$ cat config.mk
export PLATFORM = sky130hd
export DESIGN_NAME = fp16_acc_seq
export DESIGN_NICKNAME = d
export VERILOG_FILES = /design/src/rtl/fp16_pkg.sv /design/src/rtl/fp16_round_pack.sv /design/src/rtl/fp16_acc_seq.sv
export SDC_FILE = /design/constraint.sdc
export NUM_CORES = 1
export LEC_CHECK = 0
export ABC_AREA = 1
export BUFFER_PORTS_ARGS = -buffer_cell sky130_fd_sc_hd__buf_2
export CELL_PAD_IN_SITES_DETAIL_PLACEMENT = 1
export CELL_PAD_IN_SITES_GLOBAL_PLACEMENT = 2
export CORE_MARGIN = 2
export CORE_UTILIZATION = 39
export CTS_CLUSTER_DIAMETER = 50
export DETAILED_ROUTE_END_ITERATION = 16
export PLACE_DENSITY = 0.95
export REMOVE_ABC_BUFFERS = 1
export SYNTH_ARGS = -nofsm -noshare
export SYNTH_HDL_FRONTEND = slang
export SYNTH_SLANG_ARGS = --single-unit
$ cat constraint.sdc
create_clock -name clk_i -period 7.25 [get_ports clk_i]
set_clock_uncertainty 0.1 [all_clocks]
set_input_delay 0.725 -clock clk_i [delete_from_list [all_inputs] [get_ports clk_i]]
set_output_delay 0.725 -clock clk_i [all_outputs]
set_load 0.05 [all_outputs]
$ cat src/rtl/fp16_pkg.sv
// Shared fp16 formats, FSM encodings and operand unpacking for the fp16 accumulator.
package fp16_pkg;

  localparam int EXP_W    = 5;
  localparam int FRAC_W   = 10;
  localparam int EXT_W    = 14;
  localparam int EXP_BIAS = 15;

  localparam logic [15:0] FP16_QNAN  = 16'h7E00;
  localparam logic [15:0] FP16_PINF  = 16'h7C00;
  localparam logic [15:0] FP16_NINF  = 16'hFC00;
  localparam logic [15:0] FP16_PZERO = 16'h0000;

  localparam logic [2:0] IDLE  = 3'd0;
  localparam logic [2:0] ALIGN = 3'd1;
  localparam logic [2:0] ADD   = 3'd2;
  localparam logic [2:0] NORM  = 3'd3;
  localparam logic [2:0] ROUND = 3'd4;
  localparam logic [2:0] OUT   = 3'd5;

  typedef struct packed {
    logic             sign;
    logic [EXP_W-1:0] exp;
    logic [EXT_W-1:0] mant;
    logic             isZero;
    logic             isInf;
    logic             isNan;
  } fp16_unpacked_t;

  // Extended mantissa layout: hidden bit, 10 fraction bits, then guard/round/sticky.
  function automatic fp16_unpacked_t unpack(input logic [15:0] w);
    fp16_unpacked_t u;
    u.sign   = w[15];
    u.exp    = (w[14:10] == 5'd0) ? 5'd1 : w[14:10];
    u.mant   = {(w[14:10] != 5'd0), w[9:0], 3'b000};
    u.isZero = (w[14:0] == 15'd0);
    u.isInf  = (w[14:10] == 5'h1F) && (w[9:0] == 10'd0);
    u.isNan  = (w[14:10] == 5'h1F) && (w[9:0] != 10'd0);
    return u;
  endfunction

  function automatic logic [3:0] lzc14(input logic [13:0] m);
    logic [3:0] n;
    n = 4'd14;
    for (int i = 0; i < 14; i++) begin
      if (m[i]) n = 4'(13 - i);
    end
    return n;
  endfunction

endpackage

$ cat src/rtl/fp16_round_pack.sv
// Round-to-nearest-even and pack of a normalised fp16 result, saturating to infinity on overflow.
module fp16_round_pack
  import fp16_pkg::*;
(
  input  logic        sign_i,
  input  logic [5:0]  exp_i,
  input  logic [13:0] mant_i,
  output logic [15:0] word_o
);

  logic        roundUp;
  logic [5:0]  expField;
  logic [15:0] packed_w;

  // A mantissa carry ripples straight into the exponent field, which also promotes subnormals.
  always_comb begin
    roundUp  = mant_i[2] & (mant_i[1] | mant_i[0] | mant_i[3]);
    expField = mant_i[13] ? exp_i : 6'd0;
    packed_w = {expField, mant_i[12:3]} + {15'd0, roundUp};
    if (packed_w[15:10] >= 6'd31) begin
      word_o = {sign_i, FP16_PINF[14:0]};
    end else begin
      word_o = {sign_i, packed_w[14:0]};
    end
  end

endmodule

$ cat src/rtl/fp16_acc_seq.sv
// Multi-cycle fp16 accumulator: sums a stream of fp16 terms, one 4-cycle add per term,
// and presents the rounded sum and term count on an output handshake after the last term.
module fp16_acc_seq
  import fp16_pkg::*;
#(
  parameter int CNT_W = 8
) (
  input  logic             clk_i,
  input  logic             rst_ni,
  input  logic             in_valid_i,
  output logic             in_ready_o,
  input  logic [15:0]      in_data_i,
  input  logic             in_last_i,
  output logic             out_valid_o,
  input  logic             out_ready_i,
  output logic [15:0]      out_data_o,
  output logic [CNT_W-1:0] out_cnt_o
);

  logic [2:0]       state_q, state_d;
  logic [15:0]      acc_q, acc_d, term_q, term_d;
  logic [CNT_W-1:0] cnt_q, cnt_d;
  logic             last_q, last_d;
  logic             bigSign_q, bigSign_d, effSub_q, effSub_d;
  logic [5:0]       bigExp_q, bigExp_d;
  logic [13:0]      bigMant_q, bigMant_d, smallMant_q, smallMant_d;
  logic             special_q, special_d;
  logic [15:0]      specialWord_q, specialWord_d;
  logic [14:0]      sum_q, sum_d;
  logic             resSign_q, resSign_d;
  logic [5:0]       normExp_q, normExp_d;
  logic [13:0]      normMant_q, normMant_d;

  fp16_unpacked_t   opA, opB;
  logic             bigSign, smallSign;
  logic [4:0]       bigExp, smallExp, expDiff;
  logic [13:0]      bigMant, smallMant, shifted, lostMask;
  logic [3:0]       lz;
  logic [5:0]       shl;
  logic [15:0]      roundWord;

  fp16_round_pack u_round_pack (
    .sign_i (resSign_q),
    .exp_i  (normExp_q),
    .mant_i (normMant_q),
    .word_o (roundWord)
  );

  assign in_ready_o  = (state_q == IDLE);
  assign out_valid_o = (state_q == OUT);
  assign out_data_o  = acc_q;
  assign out_cnt_o   = cnt_q;

  // The first term of a vector sees a zero accumulator of its own sign, so a lone -0 survives.
  always_comb begin
    opA = unpack(acc_q);
    if (cnt_q == '0) opA.sign = term_q[15];
    opB = unpack(term_q);
    if ({opA.exp, opA.mant} >= {opB.exp, opB.mant}) begin
      bigSign = opA.sign;  bigExp = opA.exp;  bigMant = opA.mant;
      smallSign = opB.sign; smallExp = opB.exp; smallMant = opB.mant;
    end else begin
      bigSign = opB.sign;  bigExp = opB.exp;  bigMant = opB.mant;
      smallSign = opA.sign; smallExp = opA.exp; smallMant = opA.mant;
    end
    expDiff  = bigExp - smallExp;
    lostMask = ~(14'h3FFF << expDiff);
    if (expDiff >= 5'd14) begin
      shifted = {13'd0, |smallMant};
    end else begin
      shifted    = smallMant >> expDiff;
      shifted[0] = shifted[0] | (|(smallMant & lostMask));
    end
    lz  = lzc14(sum_q[13:0]);
    shl = ({2'b00, lz} < (bigExp_q - 6'd1)) ? {2'b00, lz} : (bigExp_q - 6'd1);
  end

  always_comb begin
    state_d       = state_q;
    acc_d         = acc_q;
    term_d        = term_q;
    cnt_d         = cnt_q;
    last_d        = last_q;
    bigSign_d     = bigSign_q;
    effSub_d      = effSub_q;
    bigExp_d      = bigExp_q;
    bigMant_d     = bigMant_q;
    smallMant_d   = smallMant_q;
    special_d     = special_q;
    specialWord_d = specialWord_q;
    sum_d         = sum_q;
    resSign_d     = resSign_q;
    normExp_d     = normExp_q;
    normMant_d    = normMant_q;
    case (state_q)
      IDLE: begin
        if (in_valid_i) begin
          term_d  = in_data_i;
          last_d  = in_last_i;
          state_d = ALIGN;
        end
      end
      ALIGN: begin
        bigSign_d   = bigSign;
        effSub_d    = bigSign ^ smallSign;
        bigExp_d    = {1'b0, bigExp};
        bigMant_d   = bigMant;
        smallMant_d = shifted;
        special_d   = opA.isNan | opB.isNan | opA.isInf | opB.isInf | (opA.isZero & opB.isZero);
        if (opA.isNan || opB.isNan || (opA.isInf && opB.isInf && (opA.sign != opB.sign))) begin
          specialWord_d = FP16_QNAN;
        end else if (opA.isInf) begin
          specialWord_d = opA.sign ? FP16_NINF : FP16_PINF;
        end else if (opB.isInf) begin
          specialWord_d = opB.sign ? FP16_NINF : FP16_PINF;
        end else begin
          specialWord_d = {opA.sign & opB.sign, FP16_PZERO[14:0]};
        end
        state_d = ADD;
      end
      ADD: begin
        if (effSub_q) sum_d = {1'b0, bigMant_q} - {1'b0, smallMant_q};
        else          sum_d = {1'b0, bigMant_q} + {1'b0, smallMant_q};
        resSign_d = (effSub_q && (bigMant_q == smallMant_q)) ? 1'b0 : bigSign_q;
        state_d   = NORM;
      end
      NORM: begin
        if (sum_q[14]) begin
          normMant_d = {sum_q[14:2], sum_q[1] | sum_q[0]};
          normExp_d  = bigExp_q + 6'd1;
        end else begin
          normMant_d = sum_q[13:0] << shl;
          normExp_d  = bigExp_q - shl;
        end
        state_d = ROUND;
      end
      ROUND: begin
        acc_d   = special_q ? specialWord_q : roundWord;
        cnt_d   = (cnt_q == '1) ? cnt_q : cnt_q + CNT_W'(1);
        state_d = last_q ? OUT : IDLE;
      end
      OUT: begin
        if (out_ready_i) begin
          acc_d   = FP16_PZERO;
          cnt_d   = '0;
          last_d  = 1'b0;
          state_d = IDLE;
        end
      end
      default: state_d = IDLE;
    endcase
  end

  always_ff @(posedge clk_i or negedge rst_ni) begin
    if (!rst_ni) begin
      state_q       <= IDLE;
      acc_q         <= FP16_PZERO;
      term_q        <= 16'd0;
      cnt_q         <= '0;
      last_q        <= 1'b0;
      bigSign_q     <= 1'b0;
      effSub_q      <= 1'b0;
      bigExp_q      <= 6'd1;
      bigMant_q     <= 14'd0;
      smallMant_q   <= 14'd0;
      special_q     <= 1'b0;
      specialWord_q <= 16'd0;
      sum_q         <= 15'd0;
      resSign_q     <= 1'b0;
      normExp_q     <= 6'd1;
      normMant_q    <= 14'd0;
    end else begin
      state_q       <= state_d;
      acc_q         <= acc_d;
      term_q        <= term_d;
      cnt_q         <= cnt_d;
      last_q        <= last_d;
      bigSign_q     <= bigSign_d;
      effSub_q      <= effSub_d;
      bigExp_q      <= bigExp_d;
      bigMant_q     <= bigMant_d;
      smallMant_q   <= smallMant_d;
      special_q     <= special_d;
      specialWord_q <= specialWord_d;
      sum_q         <= sum_d;
      resSign_q     <= resSign_d;
      normExp_q     <= normExp_d;
      normMant_q    <= normMant_d;
    end
  end

endmodule

## Yosys cells after proc, flatten, opt, wreduce, memory -nomap -nowiden

Cells that the tools add are included.

- Bits in read-only memories: 0
- Latch bits: 0
- Output and inout bits: 26
- Memories kept: 0
- Word-level logic and storage cells: 137
- RAM bits: 0
- Flip-flop bits (word level): 132

- Multiply operators: 0
- Bitwise gates (word level): 14
- Equal/unequal tests: 13
- $add $sub $neg: 8
- Shift-type cells: 3
- Order comparisons: 4
- Div/mod/pow operators: 0
- Multiplexer cells: 49
- Reduce and logical (&&, ||, !) cells: 30

Operators by type and width:

| kind | number |
|---|---|
| $mux W16 | 7 |
| $mux W14 | 4 |
| $mux W4 | 13 |
| $pmux W16 S2 | 1 |
| $logic_not A15 Y1 | 2 |
| $mux W15 | 2 |
| $reduce_or A14 Y1 | 2 |
| $logic_not A10 Y1 | 2 |
| $mux W5 | 4 |
| $reduce_bool A10 Y1 | 2 |
| $ge A19 B19 Y1 | 1 |
| $mux W6 | 3 |
| $pmux W3 S6 | 1 |
| $add A16 B1 Y16 | 1 |
| $mux W8 | 2 |
| $pmux W8 S2 | 1 |
| $add A14 B14 Y15 | 1 |
| $sub A14 B14 Y15 | 1 |
| $and A14 B14 Y14 | 1 |
| $eq A14 B14 Y1 | 1 |
| $not A14 Y14 | 1 |
| $shl A14 B5 Y14 const A | 1 |
| $shl A14 B6 Y14 | 1 |
| $shr A14 B5 Y14 | 1 |
| 32 further kinds | 65 |

## Longest topological paths before layout

- Depth in word-level cells: 18
- Mapped depth: 36
- Gate-level depth less buffers: 36

## Modules after synthesis

A second synthesis with hierarchy kept.

- Cell total of the unflattened synthesis: 1271
- Area total of the unflattened synthesis: 8887.3 sq um

By module, submodules not included:

| module | sequential area each (sq um) | cells an instance | instances | area each (sq um) |
|---|---|---|---|---|
| fp16_acc_seq | 2905.3 | 1175 | 1 | 8385.5 |
| fp16_round_pack | 0.0 | 96 | 1 | 501.7 |

## Worst setup path before layout

OpenSTA, ideal clock, no wires.

- Path kind: reg2reg
- Start point: register acc_q[13], in the netlist out_data_o[13]
- End point: register smallMant_q[2]
- Required time: 7055 ps
- Setup time: 95 ps
- Arrival time: 3736 ps
- Slack: 3318 ps
- Stages on the path, launching flop included: 21
- Buffers on the path: 3
- Period minus slack after synthesis: 3932 ps
- Path through: dfrtp_1 inv_1 nand4_1 nand2_1 ha_1 buf_2 a21oi_1 o21ai_0 a21oi_1 nand3_1 buf_4 o21ai_0 o21ai_0 ha_1 clkbuf_1 clkinv_1 o21ai_0 o21ai_0 nand2_1 nand2_1 o31ai_1

- Word-level cells in the longest chain between the ends: 7
- Elaborated cells between the ends (all ways): 11

RTL lines:

| item | RTL line | text |
|---|---|---|
| start: declaration | fp16_acc_seq.sv:21 | `logic [15:0] acc_q, acc_d, term_q, term_d;` |
| start signal: assignment | fp16_acc_seq.sv:157 | `acc_q <= FP16_PZERO;` |
| start signal: assignment | fp16_acc_seq.sv:174 | `acc_q <= acc_d;` |
| $logic_not A5 Y1 | fp16_pkg.sv:34 | `u.exp = (w[14:10] == 5'd0) ? 5'd1 : w[14:10];` |
| $mux W5 | fp16_pkg.sv:34 |  |
| $ge A19 B19 Y1 | fp16_acc_seq.sv:59 | `if ({opA.exp, opA.mant} >= {opB.exp, opB.mant}) begin` |
| $mux W5 | fp16_acc_seq.sv:59 |  |
| $sub A5 B5 Y5 | fp16_acc_seq.sv:66 | `expDiff = bigExp - smallExp;` |
| $shr A14 B5 Y14 / $ge A5 B4 Y1 (equally long branches) | fp16_acc_seq.sv:71, fp16_acc_seq.sv:68 |  |
| $mux W14 (*) | fp16_acc_seq.sv:68 | `if (expDiff >= 5'd14) begin` |
| end signal: assignment | fp16_acc_seq.sv:182 | `smallMant_q <= smallMant_d;` |
| end: declaration | fp16_acc_seq.sv:26 | `logic [13:0] bigMant_q, bigMant_d, smallMant_q, smallMant_d;` |

Every way passes the cells marked *; elsewhere a longest branch is shown, timed or not.
A chain may end at the register's enable or synchronous reset.

## Final worst setup path

- Start point: register acc_q[11], in the netlist out_data_o[11]
- End point: register smallMant_q[0]

- Word-level cells in the longest chain between the ends: 11
- Elaborated cells between the ends (all ways): 17

RTL lines:

| item | RTL line | text |
|---|---|---|
| $logic_not A5 Y1 | fp16_pkg.sv:34 |  |
| $mux W5 | fp16_pkg.sv:34 |  |
| $ge A19 B19 Y1 | fp16_acc_seq.sv:59 |  |
| $mux W5 | fp16_acc_seq.sv:59 |  |
| $sub A5 B5 Y5 | fp16_acc_seq.sv:66 |  |
| $shl A14 B5 Y14 | fp16_acc_seq.sv:67 | `lostMask = ~(14'h3FFF << expDiff);` |
| $not A14 Y14 | fp16_acc_seq.sv:67 |  |
| $and A14 B14 Y14 | fp16_acc_seq.sv:72 | `shifted[0] = shifted[0] \| (\|(smallMant & lostMask));` |
| $reduce_or A14 Y1 | fp16_acc_seq.sv:72 |  |
| $or A1 B1 Y1 | fp16_acc_seq.sv:72 |  |
| $mux W14 (*) | fp16_acc_seq.sv:68 |  |

Marked as above.

==> impl_metrics.json <==
{
  "initial_core_util_pct": 39.8,
  "ant_nets": 0,
  "gp_congestion": 0.901,
  "grt_remaining_overflow": 0,
  "num_vias": 8502,
  "dp_hpwl_um": 21700,
  "cts_buffer_depth": 2,
  "pin_count": 47,
  "synth_cell_types": 53,
  "yosysSeqAreaShare_pct": 33.5,
  "port_buffers": 46,
  "postSynth.asyncResetShare_pct": 100,
  "slew_violations": 0,
  "root_buffer": "clkbuf_16",
  "fin_tns_setup_ps": 0,
  "rsz0062_at_grt": "false",
  "crit_path_frequent_cell": "nand2_1",
  "syn-instance-count": 1235,
  "critPathMaxFanout": 30,
  "grt_pass1_vias": 8563,
  "routed_via_density": 5.47,
  "tightest_slew_ps": 922,
  "final_cells": 1554,
  "cts_resized": 0,
  "postCtsSetupRepairBufs": 0,
  "firstDrtPassIters": 5,
  "final_hold_viol_count": 0,
  "ctsHoldBuffers": 0,
  "fin_crit_sh_pct": 71.3,
  "path_cells": "nor2_1, nand4_1, nand2_1, ha_1, a21oi_1, o21ai_0, a21oi_1, nand3_2, buf_4, o21ai_0, o21ai_0, ha_1, a21o_1, or2_1, nand2_1, inv_1, o21ai_0, nand3_1, nand2_1, nand3_1, nand2_1, nand2_1",
  "reg2reg_depth": 22,
  "num-nets-final": 1336,
  "cp.required_ps": 7470,
  "path_clk_slew_ps": 60,
  "wl_um": 28500,
  "core_mm2": 0.0218,
  "ys_seq_elements": 116,
  "yosysWarnings": 0,
  "drv_cap": 0,
  "syn_to_final_growth_pct": 12.4,
  "final.min_clock_period_ps": 5170,
  "htreeDepth": 4,
  "antenna_found_initial": 0,
  "crit_slowest_cell": "dfrtp_1",
  "r2r_end": "smallMant_q[0]$_DFFE_PN0P_",
  "setup_viol": 0,
  "slew_headroom_pct": 38.6,
  "drt_first_iter_violations": 459,
  "synth_edf_count": 0,
  "syn_area_mm2": 0.00868,
  "max_freq_mhz": 193,
  "cp-start-kind": "register",
  "cts_buffers": 17,
  "status": "completed",
  "cp.arrival_ps": 5390,
  "place_inst": 1522,
  "wl_per_cell_um": 18.3,
  "critPathKind": "reg -> reg",
  "die_h_um": 153,
  "synth_ff_type": "dfrtp_1",
  "die_x_um": 153,
  "clk_latency_ps": 430,
  "hp-class": "in -> async",
  "grt.total_usage_pct": 24.8,
  "tritoncts": "yes",
  "end_kind": "register",
  "cts_sinks": 116,
  "reg2reg_slack_ps": 2080,
  "avgSynthCellArea_um2": 7.03,
  "diodes": 0,
  "drc": 0,
  "grt_pass1_wl_um": 46400,
  "timing.rr.start": "out_data_o[11]$_DFFE_PN0P_",
  "dieArea_mm2": 0.0235,
  "critPathMaxStageDelay_ps": 480,
  "grt_max_degree": 71,
  "drive_gt1_share_pct": 9.58,
  "rows": 54
}
-- Yosys cell counts, types with 5 or more instances --
master / number / share of area [%]
buf_6: 5 / 0.65
o21bai_1: 6 / 0.52
xor2_1: 20 / 2.0
nand2_1: 300 / 13
o21ai_0: 126 / 7.3
nand4_1: 23 / 1.7
nand3_1: 93 / 5.4
nor4_1: 8 / 0.58
inv_1: 150 / 6.5
o22ai_1: 10 / 0.72
o21ai_1: 15 / 0.87
clkbuf_1: 28 / 1.2
nor2_1: 84 / 3.6
dfrtp_1: 114 / 33
a21oi_1: 90 / 5.2
inv_2: 5 / 0.22
nand2_2: 7 / 0.50
buf_2: 8 / 0.46
nor3_1: 17 / 0.98
ha_1: 52 / 7.5
xnor2_1: 9 / 0.91
-- worst max-delay path: cells and delay by family, from the launching register on --
kind / cells / cell delay, ps
compound gates: 7 / 1200
fa+ha+maj: 2 / 550
buf+inv: 2 / 730
flops: 1 / 480
simple gates: 11 / 2000
-- worst max-delay path by stage --
| stage | slack (ps) | end | start | depth (start not counted) |
|---|---|---|---|---|
| final | 2080 | smallMant_q[0]$_DFFE_PN0P_ | out_data_o[11]$_DFFE_PN0P_ | 22 |
| after global routing | 1510 | smallMant_q[0]$_DFFE_PN0P_ | term_q[12]$_DFFE_PN0P_ | 23 |
| after CTS | 2160 | smallMant_q[0]$_DFFE_PN0P_ | term_q[13]$_DFFE_PN0P_ | 23 |
| after detailed placement | 2160 | smallMant_q[0]$_DFFE_PN0P_ | out_data_o[11]$_DFFE_PN0P_ | 22 |
| after global placement | 2320 | smallMant_q[0]$_DFFE_PN0P_ | term_q[12]$_DFFE_PN0P_ | 23 |
| after floorplan | 2160 | smallMant_q[4]$_DFFE_PN0P_ | out_data_o[13]$_DFFE_PN0P_ | 20 |
-- metal layers --
layer  up-vias  routed length, um  part of all wire (%)  GRT usage (%)
met5         -                  0                     0              0
met4         0                745                   2.6           9.22
met3        40                703                   2.5           2.52
met2       153              13800                    49           41.6
met1      4161              13200                    46           33.2
li1       4148                  -                     -              -
-- registers in the layout, summed over array words and instances (netlist names), 3 cells and up --
name / cells
bigExp_q: 5
bigMant_q: 11
normExp_q: 6
normMant_q: 14
out_cnt_o: 8
out_data_o: 16
smallMant_q: 14
specialWord_q: 3
state_q: 3
sum_q: 15
term_q: 16
-- final cells by class --
| class | instances | area [um2] |
|---|---|---|
| fill | 2801 | 12100 |
| multi-input combinational | 915 | 4960 |
| sequential | 116 | 2910 |
| inverter | 158 | 593 |
| clock buffer | 17 | 425 |
| tap | 280 | 350 |
| timing repair buffer | 53 | 285 |
| clock inverter | 15 | 228 |
-- layout by cell type (no fill, tap or decap), types with 3 or more instances in the layout --
cell       Yosys  final
dfrtp_1      114    114
nand2_2        7      7
nand3_2        2      3
o21bai_1       6      6
inv_6          0      4
xor2_1        20     20
nor3_1        17     15
nand2_1      300    300
nand4_1       23     23
o32ai_1        4      4
nor2_4         3      3
buf_4          3      8
a31oi_1        3      3
nor2_1        84     84
o21ai_0      126    126
xnor2_1        9      9
a21oi_1       90     90
inv_2          5      5
o21ai_1       15     15
clkinv_1       3      3
nand2_4        3      3
a211oi_1       3      3
o31ai_1        4      4
bufinv_16      0      5
inv_1        150    150
ha_1          52     52
clkbuf_16      0     17
nand3_1       93     92
o22ai_1       10     10
buf_2          8     45
nor3_2         2      4
nor4_1         8      8
-- metrics by stage --
stage | setup WS (ps) | instance area [um2] | util, % | hold WS, ps
3_3_place_gp | 2320 | 9100 | 41.7 | 364
6_report | 2080 | 9750 | 44.7 | 211
3_5_place_dp | 2160 | 9100 | 41.7 | 368
5_1_grt | 1510 | 9750 | 44.7 | 245
2_1_floorplan | 2160 | 8450 | - | 329
4_1_cts | 2160 | 9750 | 44.7 | 233
-- cell families after synthesis --
group / Yosys count / share of synthesized area, %
buffers and inverters: 204 / 9.50
AO/OA/AOI/OAI: 279 / 17.7
flip-flops: 116 / 33.5
AND/OR/NAND/NOR: 549 / 27.9
XOR/XNOR: 30 / 3.11
adder cells (fa/ha/maj): 54 / 7.96
multiplexers: 3 / 0.360
Power is not shown: default switching activity piles up to over one toggle a cycle in this logic, so the estimate is an artifact.
